<file path="config.mk">
export PLATFORM = sky130hd
export DESIGN_NAME = ascii_symbol_sequencer
export DESIGN_NICKNAME = d
export VERILOG_FILES = /design/src/rtl/ascii_symbol_sequencer.sv
export SDC_FILE = /design/constraint.sdc
export NUM_CORES = 1
export LEC_CHECK = 0
export BUFFER_PORTS_ARGS = -buffer_cell sky130_fd_sc_hd__buf_2
export CAP_MARGIN = 20
export CORE_MARGIN = 1
export CORE_UTILIZATION = 43
export DETAILED_ROUTE_END_ITERATION = 10
export GPL_TIMING_DRIVEN = 0
export SLEW_MARGIN = 20
export SYNTH_ARGS = -nofsm -noshare
export SYNTH_HDL_FRONTEND = slang
export SYNTH_SLANG_ARGS = --single-unit
</file>
<file path="constraint.sdc">
create_clock -name clock -period 2.3 [get_ports clock]
set_input_delay 0.345 -clock clock [delete_from_list [all_inputs] [get_ports clock]]
set_output_delay 0.345 -clock clock [all_outputs]
set_load 0.03 [all_outputs]
</file>
<file path="src/rtl/ascii_symbol_sequencer.sv">
// ASCII '0'..'3' to 2-bit symbol framer with line-terminator release,
// valid/ready frame handoff and one-cycle error pulses.
module ascii_symbol_sequencer #(
    parameter int N_SYMBOLS      = 4,
    parameter int TIMEOUT_CYCLES = 1000000
) (
    input  logic                                 clock,
    input  logic                                 reset_n,
    input  logic [6:0]                           rx_data,
    input  logic                                 rx_valid,
    input  logic                                 clear,
    output logic [2*N_SYMBOLS-1:0]               frame_data,
    output logic                                 frame_valid,
    input  logic                                 frame_ready,
    output logic [$clog2(N_SYMBOLS+1)-1:0]       symbol_count,
    output logic                                 busy,
    output logic                                 err_char,
    output logic                                 err_len,
    output logic                                 err_timeout
);

    localparam int CW = $clog2(N_SYMBOLS + 1);
    localparam int TW = $clog2(TIMEOUT_CYCLES);
    localparam logic [CW-1:0] FULL = CW'(N_SYMBOLS);
    localparam logic [TW-1:0] TMAX = TW'(TIMEOUT_CYCLES - 1);

    typedef enum logic [1:0] {
        S_IDLE,
        S_COLLECT,
        S_DISCARD,
        S_HOLD
    } state_t;

    state_t                 state_q;
    logic [2*N_SYMBOLS-1:0] frame_q;
    logic [2*N_SYMBOLS-1:0] frame_d;
    logic [CW-1:0]          count_q;
    logic [TW-1:0]          timer_q;
    logic                   valid_q;
    logic                   busy_q;
    logic                   err_char_q;
    logic                   err_len_q;
    logic                   err_to_q;

    logic       is_digit;
    logic       is_term;
    logic [1:0] sym;
    logic       full;
    logic       expired;

    assign is_digit = (rx_data[6:2] == 5'b01100);
    assign is_term  = (rx_data == 7'h0A) || (rx_data == 7'h0D);
    assign sym      = rx_data[1:0];
    assign full     = (count_q == FULL);
    assign expired  = (timer_q == TMAX);

    // Frame image with the incoming symbol dropped into slot count_q.
    always_comb begin
        frame_d = frame_q;
        for (int i = 0; i < N_SYMBOLS; i++) begin
            if (count_q == CW'(i)) begin
                frame_d[2*i +: 2] = sym;
            end
        end
    end

    always_ff @(posedge clock or negedge reset_n) begin
        if (!reset_n) begin
            state_q    <= S_IDLE;
            frame_q    <= '0;
            count_q    <= '0;
            timer_q    <= '0;
            valid_q    <= 1'b0;
            busy_q     <= 1'b0;
            err_char_q <= 1'b0;
            err_len_q  <= 1'b0;
            err_to_q   <= 1'b0;
        end else begin
            err_char_q <= 1'b0;
            err_len_q  <= 1'b0;
            err_to_q   <= 1'b0;
            if (clear) begin
                state_q <= S_IDLE;
                frame_q <= '0;
                count_q <= '0;
                timer_q <= '0;
                valid_q <= 1'b0;
                busy_q  <= 1'b0;
            end else begin
                unique case (state_q)
                    S_IDLE: begin
                        if (rx_valid) begin
                            if (is_digit) begin
                                frame_q[1:0] <= sym;
                                count_q      <= CW'(1);
                                timer_q      <= '0;
                                state_q      <= S_COLLECT;
                                busy_q       <= 1'b1;
                            end else if (!is_term) begin
                                err_char_q <= 1'b1;
                                timer_q    <= '0;
                                state_q    <= S_DISCARD;
                                busy_q     <= 1'b1;
                            end
                        end
                    end
                    S_COLLECT: begin
                        if (rx_valid) begin
                            timer_q <= '0;
                            if (is_digit) begin
                                if (full) begin
                                    err_len_q <= 1'b1;
                                    state_q   <= S_DISCARD;
                                end else begin
                                    frame_q <= frame_d;
                                    count_q <= count_q + CW'(1);
                                end
                            end else if (is_term) begin
                                if (full) begin
                                    valid_q <= 1'b1;
                                    state_q <= S_HOLD;
                                end else begin
                                    err_len_q <= 1'b1;
                                    count_q   <= '0;
                                    state_q   <= S_IDLE;
                                    busy_q    <= 1'b0;
                                end
                            end else begin
                                err_char_q <= 1'b1;
                                state_q    <= S_DISCARD;
                            end
                        end else if (expired) begin
                            err_to_q <= 1'b1;
                            count_q  <= '0;
                            timer_q  <= '0;
                            state_q  <= S_IDLE;
                            busy_q   <= 1'b0;
                        end else begin
                            timer_q <= timer_q + TW'(1);
                        end
                    end
                    S_DISCARD: begin
                        if (rx_valid) begin
                            timer_q <= '0;
                            if (is_term) begin
                                count_q <= '0;
                                state_q <= S_IDLE;
                                busy_q  <= 1'b0;
                            end
                        end else if (expired) begin
                            count_q <= '0;
                            timer_q <= '0;
                            state_q <= S_IDLE;
                            busy_q  <= 1'b0;
                        end else begin
                            timer_q <= timer_q + TW'(1);
                        end
                    end
                    S_HOLD: begin
                        // Bytes arriving here are dropped; busy throttles upstream.
                        if (frame_ready) begin
                            valid_q <= 1'b0;
                            count_q <= '0;
                            state_q <= S_IDLE;
                            busy_q  <= 1'b0;
                        end
                    end
                    default: begin
                        state_q <= S_IDLE;
                    end
                endcase
            end
        end
    end

    assign frame_data   = frame_q;
    assign frame_valid  = valid_q;
    assign symbol_count = count_q;
    assign busy         = busy_q;
    assign err_char     = err_char_q;
    assign err_len      = err_len_q;
    assign err_timeout  = err_to_q;

    a_one_err: assert property (
        @(posedge clock) disable iff (!reset_n)
        $onehot0({err_char_q, err_len_q, err_to_q})
    );

    a_valid_busy: assert property (
        @(posedge clock) disable iff (!reset_n)
        valid_q |-> busy_q
    );

endmodule

</file>
Word level (Yosys, flattened, before mapping)
Index checks and enable logic that the tools add are counted.
Cells by class
  add/subtract/negate cells: 2
  equality and inequality tests: 29
  mux-type cells: 81
  reduce and logical (&&, ||, !) cells: 23
Operator list (number)
  20-bit 2-to-1 mux: 6
  20-bit one-hot mux with 2 select lines: 1
  2-bit 2-to-1 mux: 19
  3-bit 2-to-1 mux: 12
  1-bit 2-to-1 mux: 33
  8-bit 2-to-1 mux: 4
  3-bit inequality test (second input constant): 10
  20-bit by 1-bit adder with 20-bit output (second input constant): 1
  20-bit equality test (second input constant): 1
  4-bit inequality test (second input constant): 5
  5-bit AND reduction: 4
  7-bit by 4-bit equality test with 1-bit output (second input constant): 2
  7-bit AND reduction: 2
  3-bit one-hot mux with 4 select lines: 1
  6-bit AND reduction: 2
  2-bit nonzero test: 6
  5-bit inequality test (second input constant): 2
  3-bit nonzero test: 3
  2-bit one-hot mux with 4 select lines: 1
  3-bit by 2-bit equality test with 1-bit output (second input constant): 2
  6-bit 2-to-1 mux: 1
  5-bit by 4-bit equality test with 1-bit output (second input constant): 1
  2-bit equality test (second input constant): 2
  1-bit one-hot mux with 4 select lines: 1
  12 further kinds: 13
Word-level totals
  register bits: 38
  input bits: 12
  output and inout bits: 16
  logic and storage cells: 147

Depth between registers and ports, before layout
  word-level depth: 7
  depth in mapped cells: 8
  depth with buffers taken out: 8

Worst setup path before layout
No wires, ideal clock.
  kind: reg2reg
  from: register timer_q[0]
  to: register count_q[2] (netlist: symbol_count[2])
  library setup time: 0.122 ns
  arrival time: 1.777 ns
  data required time: 2.178 ns
  path slack: 0.401 ns
  stages on the path, launching flop included: 8
  path buffers: 0
  clock period less this slack: 1.899 ns
  cells stage by stage: dfrtp_1 > ha_1 > and3_1 > nand4b_1 > nor3_2 > nor3_1 > or3b_1 > a32o_1
On the way
  word-level cells in the longest chain between the ends: 5
  elaborated cells between the ends (all ways): 6
  those cells by class: eq/ne (1); mux (5)
RTL lines
  start, declared: RTL line 38  | logic [TW-1:0] timer_q;
  start signal, assigned: RTL line 139  | timer_q <= timer_q + TW'(1);
  start signal, assigned: RTL line 156  | timer_q <= timer_q + TW'(1);
  20-bit equality test (*): RTL line 55  | assign expired = (timer_q == TMAX);
  3-bit 2-to-1 mux (*)
  3-bit 2-to-1 mux (on tied branches)
  3-bit one-hot mux with 4 select lines (*)
  3-bit 2-to-1 mux (*)
  end signal, assigned: RTL line 116  | count_q <= count_q + CW'(1);
  end, declared: RTL line 37  | logic [CW-1:0] count_q;
Mark *: on every way between the ends. The rest lies on a longest branch, timed or not.
A chain may end at the register's enable or synchronous reset.

Final worst setup path
  from: register timer_q[7]
  to: register count_q[1] (netlist: symbol_count[1])
Same word-level chain as after synthesis.

==> out/results.txt <==
The transition time of the tightest slew-check pin was 0.830 ns. Summed over all nets, the half-perimeter wirelength after detailed placement is 3550 um. After the flow finishes, the layout carries non-filler instances totaling 349.

The total overflow left after global routing is 0. Setup violations remaining at the end of the flow were counted as 0. For flop-to-flop paths, the worst setup slack is 0.14 ns.

In this run, synthesis inferred 0 flip-flops with an integrated enable. Among all stages on the critical path, the largest delay is contributed by sky130_fd_sc_hd__dfrtp_1. Leaving out fill and tap cells, the most frequent cell in the layout is sky130_fd_sc_hd__dfrtp_1. Of the total synthesized cell area, the portion taken by full adders, half adders and majority gates is 5.55%.

The worst setup path is launched from a register. The die outline width came out at 74.4 um. In the synthesized netlist the dominant register cell turns out to be sky130_fd_sc_hd__dfrtp_1. After detailed routing, the number of vias per cell comes to 5.46. Data arrives at the worst endpoint at 2.35 ns. The multiplexer share of the synthesized area came out at 2.66%. The floorplan step defined a die boundary enclosing 0.00554 mm^2.

Dividing the final minimum period by the clock period gives 94.1%. The logs give 0 for the count of maximum capacitance violations and 0.00440 ns for the maximum clock skew at final layout. The most critical setup path has its startpoint at timer_q[7]. For the design area, the log shows 0.00259 mm^2.

At the later pin of the worst-skew pair, clock insertion delay measures 0.30 ns. After clock tree synthesis, the clock-pin slew on the worst setup and hold paths is 0.08 ns. The routed layout has 1905 vias.

Once the floorplan was initialized, standard cells occupied 46.2% of the core. STA classifies the critical path endpoint as a register. The floorplan has 25 rows.

The run gives 5020 um as the aggregate routed wire length. In this run the tool buffered the top-level ports with 26 buffer cells. By area, the combinational part of the netlist is dominated by simple AND/OR/NAND/NOR gates. The first-pass GRT wire length was 8370 um. The top cell types in the final layout, fill and taps aside, are sky130_fd_sc_hd__dfrtp_1, sky130_fd_sc_hd__buf_2, sky130_fd_sc_hd__nor2_1, sky130_fd_sc_hd__nand2_1, sky130_fd_sc_hd__o21ai_0. In this run the number of H-tree levels came out at 2. In this run the power density over the cells is 573 mW/mm^2. The run gives 1.15 nW as the static leakage power. The run finished with clean final reports. The repair_antennas step left the layout with diodes totalling 0. The tools report the post-placement cell count as 341.

The cell sitting at the root of the clock tree is a sky130_fd_sc_hd__clkbuf_8. The synthesized netlist occupies a cell area of 0.00226 mm^2. Once routing completed, OpenROAD measured the worst setup slack at 0.136 ns.

In this run the mean area of a mapped cell was 9.10 um^2. The final count of pins violating max slew is 0, and the minimum period implied by the final worst setup slack is 2.16 ns. Of the total synthesized cell area, the portion taken by AND, OR, NAND and NOR gates is 27.7%. The core region is 0.00488 mm^2.

The signal on the critical path passes through nor4_1, nand4_1, nor3_2, nor3_1, or3b_1, a32o_1. Measured against its own limit, the worst slew margin works out to 44.7%. For the post-synth net total, the log shows 270. Of the total synthesized cell area, the portion taken by XOR and XNOR cells is 4.66%. The proportion of layout cells with a drive suffix above 1 is 18.4%.

TritonCTS built the clock tree. The number of buffers and inverters on the critical path works out to 0. Number of synthesis warnings: 0. Broken down by cell family, the worst path's largest delay share belongs to simple AND/OR/NAND/NOR gates.

Cells fill 53.1% of the core in the end. The clock net in this run drives a total of 38 sinks. The synthesized netlist devotes 13.9% of its cell area to compound gates. The number of setup buffers added after CTS is 0. The worst-case IR drop observed on VDD is 0.000397 V. Based on the critical path, the design can be clocked at up to 462 MHz. Sequential elements use 42.2% of the synthesized area. The layout filler cell count is 493, and the remaining routing DRC violations is 0. In this run the deepest clock path goes through 2 buffers. 28 I/O pins were placed.

After the last flow step, the layout net total stands at 303. Synthesis produced 248 cells. At the end of routability-driven placement, the weighted congestion stood at 0.816.

The first detailed-routing pass ran for 4 iterations. For the placement-stage worst setup slack, the log shows 0.0150 ns. The tools report the number of DRC violations after detailed-routing iteration 0 as 107. After synthesis, the share of flip-flops with an asynchronous set or reset is 100%. After synthesis the netlist holds a flip-flop and latch count of 38. The area growth from synthesis to layout works out to 14.8%.

In this run the worst path has a maximum fanout of 6. Measured along the y axis, the die boundary spans 74.4 um. The placement-stage cell area is 0.00247 mm^2.

In this run the critical register-to-register path is launched from timer_q[7]. The tightest min-delay check is of the in -> async type. The critical path class was reg -> reg. For this run, the slowest stage of the critical path takes 0.46 ns. The count of nets left with antenna violations once routing finished came out at 0. Summed over all failing endpoints, the final setup total negative slack is 0 ns.

The final-report hold violation count was 0; the largest net degree at the start of global routing was 39. Data on the critical path is required at its endpoint by 2.48 ns. The wire length per cell after detailed routing works out to 14.4 um. The number of global-route vias before repair was 1742; the number of buffers inserted during clock tree synthesis was 5.

The distinct cell type count of the synthesized netlist was 43. The tools report the initial antenna violation count as 0. For this run, the total global-route usage over all layers was measured as 20.2%.
==> repair_timing <==
action / in CTS / in global routing
pin swaps: 0 / 1
endpoints found under the setup margin: 1 / 15
gates resized for setup: 1 / 5
hold buffers: 0 / 0
==> cell usage after synthesis, drive strengths merged, types with 6 or more instances <==
cell	instances	area share [%]
dfrtp	38	42
nor2	29	4.8
nand2	28	4.7
o21ai	23	5.3
nand3	13	2.9
nor3	12	3.3
ha	10	5.5
inv	10	1.7
nand4	7	1.9
xor2	7	2.7
a21oi	6	1.3
mux2i	6	2.7
==> final cells by class <==
type	instances	area (um^2)	area share [%]
Tap cell	67	83.8	3.24
Clock inverter	2	12.5	0.483
Buffer	9	40.0	1.55
Timing Repair Buffer	26	130	5.03
Clock buffer	6	82.6	3.19
Inverter	10	37.5	1.45
Multi-Input combinational cell	191	1250	48.3
Sequential cell	38	951	36.7
==> power by group <==
part | switching [mW] | internal [mW]
Sequential | 0.0170 | 0.685
Combinational | 0.191 | 0.0940
Clock | 0.255 | 0.241
==> flip-flops by register name (all words and copies together), names as in the netlist <==
name and count:
err_char 1, symbol_count 3, state_q 2, frame_valid 1, busy 1, timer_q 20, err_timeout 1, err_len 1
frame_data 8
==> final timing paths <==
check                           cells past startpoint               to
worst max-delay path                                6  symbol_count[1]
worst min register to register                      2    frame_data[0]
max in group asynchronous                           1    frame_data[3]
worst min-delay path                                1    frame_data[7]
worst max register to register                      6  symbol_count[1]
min in group clock                                  3    frame_data[7]
==> routing by layer <==
| metal | share of wire, % | routed length, um | track usage [%] | vias up |
|---|---|---|---|---|
| met3 | 4.7 | 237 | 3.66 | 6 |
| met2 | 44 | 2210 | 28.9 | 34 |
| met4 | 1.1 | 53 | 8.81 | 0 |
| met5 | 0 | 0 | 0 | - |
| met1 | 50 | 2520 | 29.5 | 913 |
| li1 | - | - | - | 952 |
==> cell families (layout without fill, tap and decap cells) <==
family	count (synthesis)	count (layout)
flip-flops	38	38
multiplexers	6	6
XOR/XNOR	12	12
AO/OA/AOI/OAI	47	47
adder cells (fa/ha/maj)	10	10
AND/OR/NAND/NOR	116	116
buffers and inverters	19	53
==> per-stage QoR <==
step | power, mW | hold WS, ns
global route | 1.56 | 0.231
CTS | 1.49 | 0.186
detailed placement | 0.992 | 0.467
finish | 1.48 | 0.140
global placement | 0.994 | 0.467
floorplan | 0.902 | 0.0494
Power figures use the tool's default switching activity.
